--- config.mk ---
export PLATFORM = sky130hd
export DESIGN_NAME = param_serializer
export DESIGN_NICKNAME = d
export VERILOG_FILES = /design/src/rtl/serializer_pkg.sv /design/src/rtl/param_serializer.sv
export SDC_FILE = /design/constraint.sdc
export NUM_CORES = 1
export LEC_CHECK = 0
export ABC_AREA = 1
export BUFFER_PORTS_ARGS = -buffer_cell sky130_fd_sc_hd__buf_2
export CAP_MARGIN = 30
export CORE_MARGIN = 2
export CORE_UTILIZATION = 30
export DETAILED_ROUTE_END_ITERATION = 6
export SYNTH_ARGS = -nofsm -noshare
export SYNTH_HDL_FRONTEND = slang
export SYNTH_SLANG_ARGS = --single-unit
--- constraint.sdc ---
create_clock -name clk -period 4.15 [get_ports clk]
set_input_delay 0.415 -clock clk [delete_from_list [all_inputs] [get_ports clk]]
set_output_delay 0.415 -clock clk [all_outputs]
set_load 0.1 [all_outputs]
--- src/rtl/serializer_pkg.sv ---
// Shared types and helpers for the parallel-to-serial converter.
package serializer_pkg;

  typedef enum logic {
    IDLE  = 1'b0,
    SHIFT = 1'b1
  } state_e;

  // A zero length field means "send the whole word".
  function automatic int eff_len(input int mod, input int data_w);
    return (mod == 0) ? data_w : mod;
  endfunction

endpackage

--- src/rtl/param_serializer.sv ---
// Parallel-to-serial converter with one shift stage and one holding buffer,
// programmable length and bit order, and drop-with-error for short words.
module param_serializer
  import serializer_pkg::*;
#(
  parameter int DATA_W  = 16,
  parameter int MOD_W   = $clog2(DATA_W),
  parameter int MIN_LEN = 3
) (
  input  logic              clk,
  input  logic              i_srst,
  input  logic [DATA_W-1:0] i_data,
  input  logic [MOD_W-1:0]  i_data_mod,
  input  logic              i_lsb_first,
  input  logic              i_data_val,
  output logic              o_ready,
  output logic              o_ser_data,
  output logic              o_ser_data_val,
  input  logic              i_ser_ready,
  output logic              o_ser_last,
  output logic              o_busy,
  output logic              o_mod_err
);

  localparam int CNT_W = $clog2(DATA_W + 1);

  state_e            state_q;
  logic [DATA_W-1:0] sh_q;
  logic [CNT_W-1:0]  len_q;
  logic [CNT_W-1:0]  cnt_q;
  logic              lsb_q;

  logic              buf_full_q;
  logic [DATA_W-1:0] buf_data_q;
  logic [CNT_W-1:0]  buf_len_q;
  logic              buf_lsb_q;

  logic              mod_err_q;

  logic [CNT_W-1:0]  in_len;
  logic              in_short;
  logic              accept;
  logic              legal;
  logic              shifting;
  logic              xfer;
  logic              last_bit;
  logic              last_xfer;

  assign in_len    = CNT_W'(eff_len(int'(i_data_mod), DATA_W));
  assign in_short  = (i_data_mod != '0) && (int'(i_data_mod) < MIN_LEN);
  assign accept    = i_data_val & ~buf_full_q;
  assign legal     = accept & ~in_short;
  assign shifting  = (state_q == SHIFT);
  assign xfer      = shifting & i_ser_ready;
  assign last_bit  = (cnt_q == len_q);
  assign last_xfer = xfer & last_bit;

  // Outputs depend on registers only; the active bit sits at the end selected by bit order.
  assign o_ready        = ~buf_full_q;
  assign o_ser_data_val = shifting;
  assign o_ser_data     = shifting & (lsb_q ? sh_q[0] : sh_q[DATA_W-1]);
  assign o_ser_last     = shifting & last_bit;
  assign o_busy         = shifting | buf_full_q;
  assign o_mod_err      = mod_err_q;

  always_ff @(posedge clk) begin
    if (i_srst) begin
      state_q    <= IDLE;
      sh_q       <= '0;
      len_q      <= '0;
      cnt_q      <= '0;
      lsb_q      <= 1'b0;
      buf_full_q <= 1'b0;
      buf_data_q <= '0;
      buf_len_q  <= '0;
      buf_lsb_q  <= 1'b0;
      mod_err_q  <= 1'b0;
    end else begin
      mod_err_q <= accept & in_short;
      if (!shifting || last_xfer) begin
        // Shift stage is free next cycle: refill from buffer first, then from input.
        if (shifting && buf_full_q) begin
          sh_q       <= buf_data_q;
          len_q      <= buf_len_q;
          lsb_q      <= buf_lsb_q;
          cnt_q      <= CNT_W'(1);
          buf_full_q <= 1'b0;
        end else if (legal) begin
          state_q <= SHIFT;
          sh_q    <= i_data;
          len_q   <= in_len;
          lsb_q   <= i_lsb_first;
          cnt_q   <= CNT_W'(1);
        end else if (shifting) begin
          state_q <= IDLE;
          cnt_q   <= '0;
        end
      end else begin
        if (xfer) begin
          sh_q  <= lsb_q ? (sh_q >> 1) : (sh_q << 1);
          cnt_q <= cnt_q + 1'b1;
        end
        if (legal) begin
          buf_full_q <= 1'b1;
          buf_data_q <= i_data;
          buf_len_q  <= in_len;
          buf_lsb_q  <= i_lsb_first;
        end
      end
    end
  end

endmodule

Yosys cells after proc, flatten, opt, wreduce, memory -nomap -nowiden:

Cells that the tools add are included.

* logic and storage cells: 63
* input port bits: 25
* register bits: 52

* equal/unequal tests: 4
* multiplexer cells: 20
* reductions and logical operators: 15
* add/subtract/negate cells: 1
* magnitude comparators: 1
* bitwise operators: 12

Operator list (number)
* $mux W16: 5
* $mux W5: 8
* $reduce_and A2 Y1: 6
* $and A1 B1 Y1: 7
* $mux W1: 7
* $reduce_bool A2 Y1: 3
* $add A5 B1 Y5 const B: 1
* $eq A5 B5 Y1: 1
* $logic_not A4 Y1: 1
* $lt A4 B2 Y1 const B: 1
* $ne A4 B3 Y1 const B: 1
* $not A1 Y1: 4
* $reduce_bool A4 Y1: 1
* $ne A3 B2 Y1 const B: 1
* $logic_and A1 B1 Y1: 2
* $ne A2 B1 Y1 const B: 1
* $logic_not A1 Y1: 1
* $logic_or A1 B1 Y1: 1
* $or A1 B1 Y1: 1

Depth between registers and ports, before layout:

* depth after elaboration: 7
* depth in mapped cells: 11
* gate-level depth less buffers: 10

Least setup slack after synthesis:

Ideal clock, no wire load.

* path type: register -> output
* start point: reg state_q, in the netlist o_ser_data_val
* end point: out o_ser_data
* required time: 3.735 ns
* data arrival time: 3.314 ns
* setup slack: 0.421 ns
* path buffers: 3
* cell stages (with the launch flop): 6
* cell sequence: dfxtp_1 > buf_4 > clkbuf_1 > buf_2 > o21ai_0 > a21oi_1

* longest elaborated chain between the ends: 1

RTL lines
* start, declared: line param_serializer.sv:27 `state_e state_q;`
* start signal, assigned: line param_serializer.sv:68 `state_q <= IDLE;`
* start signal, assigned: line param_serializer.sv:89 `state_q <= SHIFT;`
* start signal, assigned: line param_serializer.sv:95 `state_q <= IDLE;`
* $and A1 B1 Y1: line param_serializer.sv:61 `assign o_ser_data = shifting & (lsb_q ? sh_q[0] : sh_q[DATA_W-1]);`
* end, declared: line param_serializer.sv:17 `output logic o_ser_data,`

Every way passes these cells.

Worst setup path in the final report:

* start point: reg state_q, in the netlist o_ser_data_val
* end point: reg buf_data_q[2]

* longest elaborated chain between the ends: 5
* elaborated cells between the ends (all ways): 6
* those cells by class: bitwise: 3; reduce/logical: 3

RTL lines
* $and A1 B1 Y1: line param_serializer.sv:54 `assign xfer = shifting & i_ser_ready;`
* $and A1 B1 Y1: line param_serializer.sv:56 `assign last_xfer = xfer & last_bit;`
* $logic_or A1 B1 Y1 (*): line param_serializer.sv:80 `if (!shifting || last_xfer) begin`
* $not A1 Y1 (no line) (*)
* $reduce_and A2 Y1 (no line) (*)
* end signal, assigned: line param_serializer.sv:105 `buf_data_q <= i_data;`
* end, declared: line param_serializer.sv:34 `logic [DATA_W-1:0] buf_data_q;`

Every way passes the cells marked *; elsewhere a longest branch is shown, timed or not.
A chain may end at the register's enable or synchronous reset.

==> run summary <==
Post-route DRC -> 0
slowest cell on the critical path -> nor2_2
Final Hold Viols -> 0
predominant post-synthesis flop cell -> dfxtp_1
post-route ant nets -> 0
root buffer cell -> clkbuf_8
Hold Path Cell Cnt -> 3
largest family of logic cells by synthesized area -> simple AND/OR/NAND/NOR gates
Port Buffers -> 30
vias per inst -> 4.73
gr ovfl total -> 0
placed cell area -> 0.00320 mm²
Net Count, Synth -> 470
worst path bufs/invs -> 2
CP arrival -> 2760 ps
routability congestion estimate -> 0.784
largest net degree at the start of global routing -> 37
Clock Skews -> 11.3 ps
worst ir drop on vdd -> 138 µV
endpoint type of the worst setup path -> register
Max Used Layer -> met4
global-route wire length before repair -> 12.3 mm
Yosys reg bits -> 52
fin nets -> 483
fillers -> 1,092
Tcrit/Tclk final -> 0.605
Adder-Cell Fraction of Synth Area -> 0.00409
Synth top area share -> 0.340
mux share of post-synthesis cell area -> 0.0442
MaxCap Viol Count -> 0
CORE AREA -> 0.00982 mm²
Resized cells post-CTS -> 0
Die Wd -> 105 µm
Syn Area/Cell -> 6.89 µm²
slew at the pin with the worst max-slew slack -> 889 ps
clock tree sinks -> 52
final setup fails -> 0
Ys Warns -> 0
metal3 WL -> 372 µm
simple-gate share of the synthesized area -> 0.396
clock period minus final worst setup slack -> 2510 ps
TNS Setup -> 0 ps
status -> finished clean
Crit Path Class -> register to register
H-tree depth -> 2
Finished Cell Area -> 0.00330 mm²
WL/cell -> 11.9 µm
Clk Latency, worst-skew pair -> 310 ps
Syn Std Cell Area -> 0.00306 mm²
Synth area leader -> dfxtp_1
Synth cell types -> 33
max-slew violations -> 0
Initial DRT Pass Iterations -> 6
Starting Density -> 0.312
DP Wirelength -> 4.82 mm
Worst Reg-to-Reg Cells -> 8
share of cells above drive strength 1 -> 0.227
PwrDens -> 368 mW/mm²
post-CTS setup buffer count -> 0
Clk pin slew, worst setup/hold paths -> 100 ps
Seq/Total Area, Yosys -> 0.340
final WL -> 7.04 mm
number of global-route vias before repair -> 2,677
Critical Path Max Stage Delay -> 750 ps
hold endpoint -> buf_data_q[14]
Post-synth top cells -> nand2_1 (138), nand3_1 (53), dfxtp_1 (52)
storage element area -> 0.00104 mm²
Leakage Power -> 1.40 nW
total global routing track utilization -> 0.133
CTS buffer count -> 5
crit-path cells -> buf_4 > nand2_1 > inv_2 > nand4_4 > nand2_4 > nor2_2 > nand2_1 > a21oi_2
CTS tree -> built
WP data required -> 4400 ps
Worst slew margin -> 0.407
most common cell in the netlist -> nand2_1
DIE AREA -> 0.0110 mm²
drt first-iter violations -> 203
Syn-to-layout area delta -> 7.73%
Via Count -> 2,793
hold_sp -> i_data[14]
Crit Reg-Reg Endpoint -> buf_data_q[2]
clock buffer depth -> 2
CP most frequent cell -> nand2_1
WHS -> 352 ps
Hold Crit Class -> input pin to register
top cells by area, synth -> dfxtp_1 (34%), nand2_1 (17%), nand3_1 (8.7%), a21oi_2 (5.4%), nor2_1 (5.0%)
RSZ-0062 raised after global routing -> false
Die Y -> 105 µm
Std-Cell Rows -> 36
Post-Syn Instances -> 444
Crit Reg-Reg Startpoint -> o_ser_data_val
IO Pins -> 31
Post-synth EDFFs -> 0
critical path's top delay family -> simple AND/OR/NAND/NOR gates
maximum clock frequency -> 398 MHz
ant diodes -> 0
CP Max Fanout -> 36
XOR/XNOR Fraction of Synth Area -> 0.0115
area of the multi-input gates -> 0.00171 mm²
asr flop ratio synth -> 0
metal2 WL -> 3.43 mm
initial antenna violation count -> 0
wl on met1 -> 3.13 mm
r2r setup slk -> 1640 ps
CTS Hold Buffers Added -> 0
Worst setup SP type -> register
fraction of the mapped netlist area in compound gates -> 0.102
metal layers:
metal  vias up  global-route usage
li1       1430                   -
met1      1273               0.170
met2        80               0.230
met3        10              0.0231
met4         0              0.0362
met5         -                   0
stage by stage:
stage                      util  std cells  total power, W  setup WS (ps)
after floorplan               -        444        0.000866            421
after global placement    0.326        583        0.000916           1630
after detailed placement  0.326        583        0.000921           1630
after CTS                 0.336        591         0.00123           1600
after global routing      0.336        591         0.00130           1410
final                     0.336        591         0.00121           1640
cell families after synthesis:
| logic type | after synthesis |
|---|---|
| AO/OA/AOI/OAI | 48 |
| XOR/XNOR | 4 |
| adder cells (fa/ha/maj) | 1 |
| buffers and inverters | 59 |
| flip-flops | 52 |
| multiplexers | 12 |
| AND/OR/NAND/NOR | 268 |
power by group:
group          switching [W]  internal, W  total (W)
combinational       0.000235     0.000104   0.000339
clock               0.000171     0.000136   0.000307
sequential         0.0000275     0.000541   0.000568
total               0.000433     0.000781    0.00121
worst max-delay path by stage:
stage,startpoint,to,slack [ps],depth (start not counted)
floorplan,o_ser_data_val,o_ser_data,420,5
global placement,o_ser_data_val,buf_data_q[12],1630,8
detailed placement,o_ser_data_val,buf_data_q[2],1630,8
CTS,o_ser_data_val,buf_data_q[2],1600,8
global route,o_ser_data_val,buf_data_q[8],1410,8
finish,o_ser_data_val,buf_data_q[2],1640,8
cell usage in the layout (no fill, tap or decap), types with 3 or more instances in the layout:
cell | Yosys | layout
a21oi_2 | 19 | 19
inv_1 | 29 | 29
dfxtp_1 | 52 | 52
inv_2 | 3 | 3
a21oi_1 | 12 | 12
mux2_2 | 11 | 11
buf_2 | 5 | 30
nand2_1 | 138 | 138
nand3_1 | 53 | 53
nand2_2 | 23 | 23
nand2_4 | 3 | 3
clkbuf_8 | 0 | 6
nor2_1 | 41 | 41
o21ai_0 | 15 | 15
xor2_1 | 3 | 3
state kept, by name (all words and copies together) (netlist names):
| name | flops |
|---|---|
| o_ser_data_val | 1 |
| lsb_q | 1 |
| buf_lsb_q | 1 |
| o_mod_err | 1 |
| cnt_q | 5 |
| buf_full_q | 1 |
| sh_q | 16 |
| len_q | 5 |
| buf_len_q | 5 |
| buf_data_q | 16 |
final cells by class:
cell class / count / area share
flip-flops and latches: 52 / 0.316
clock inverters: 1 / 0.00228
well taps: 133 / 0.0505
repair buffers: 32 / 0.0501
clock buffers: 7 / 0.0262
inverters: 33 / 0.0376
multi-input cells: 333 / 0.517
tightest hold or removal path: cells and delay by family:
| family | cells | cell delay, ps |
|---|---|---|
| compound gates | 1 | 40 |
| buf+inv | 1 | 100 |
| simple gates | 1 | 70 |
Power figures use the tool's default switching activity.
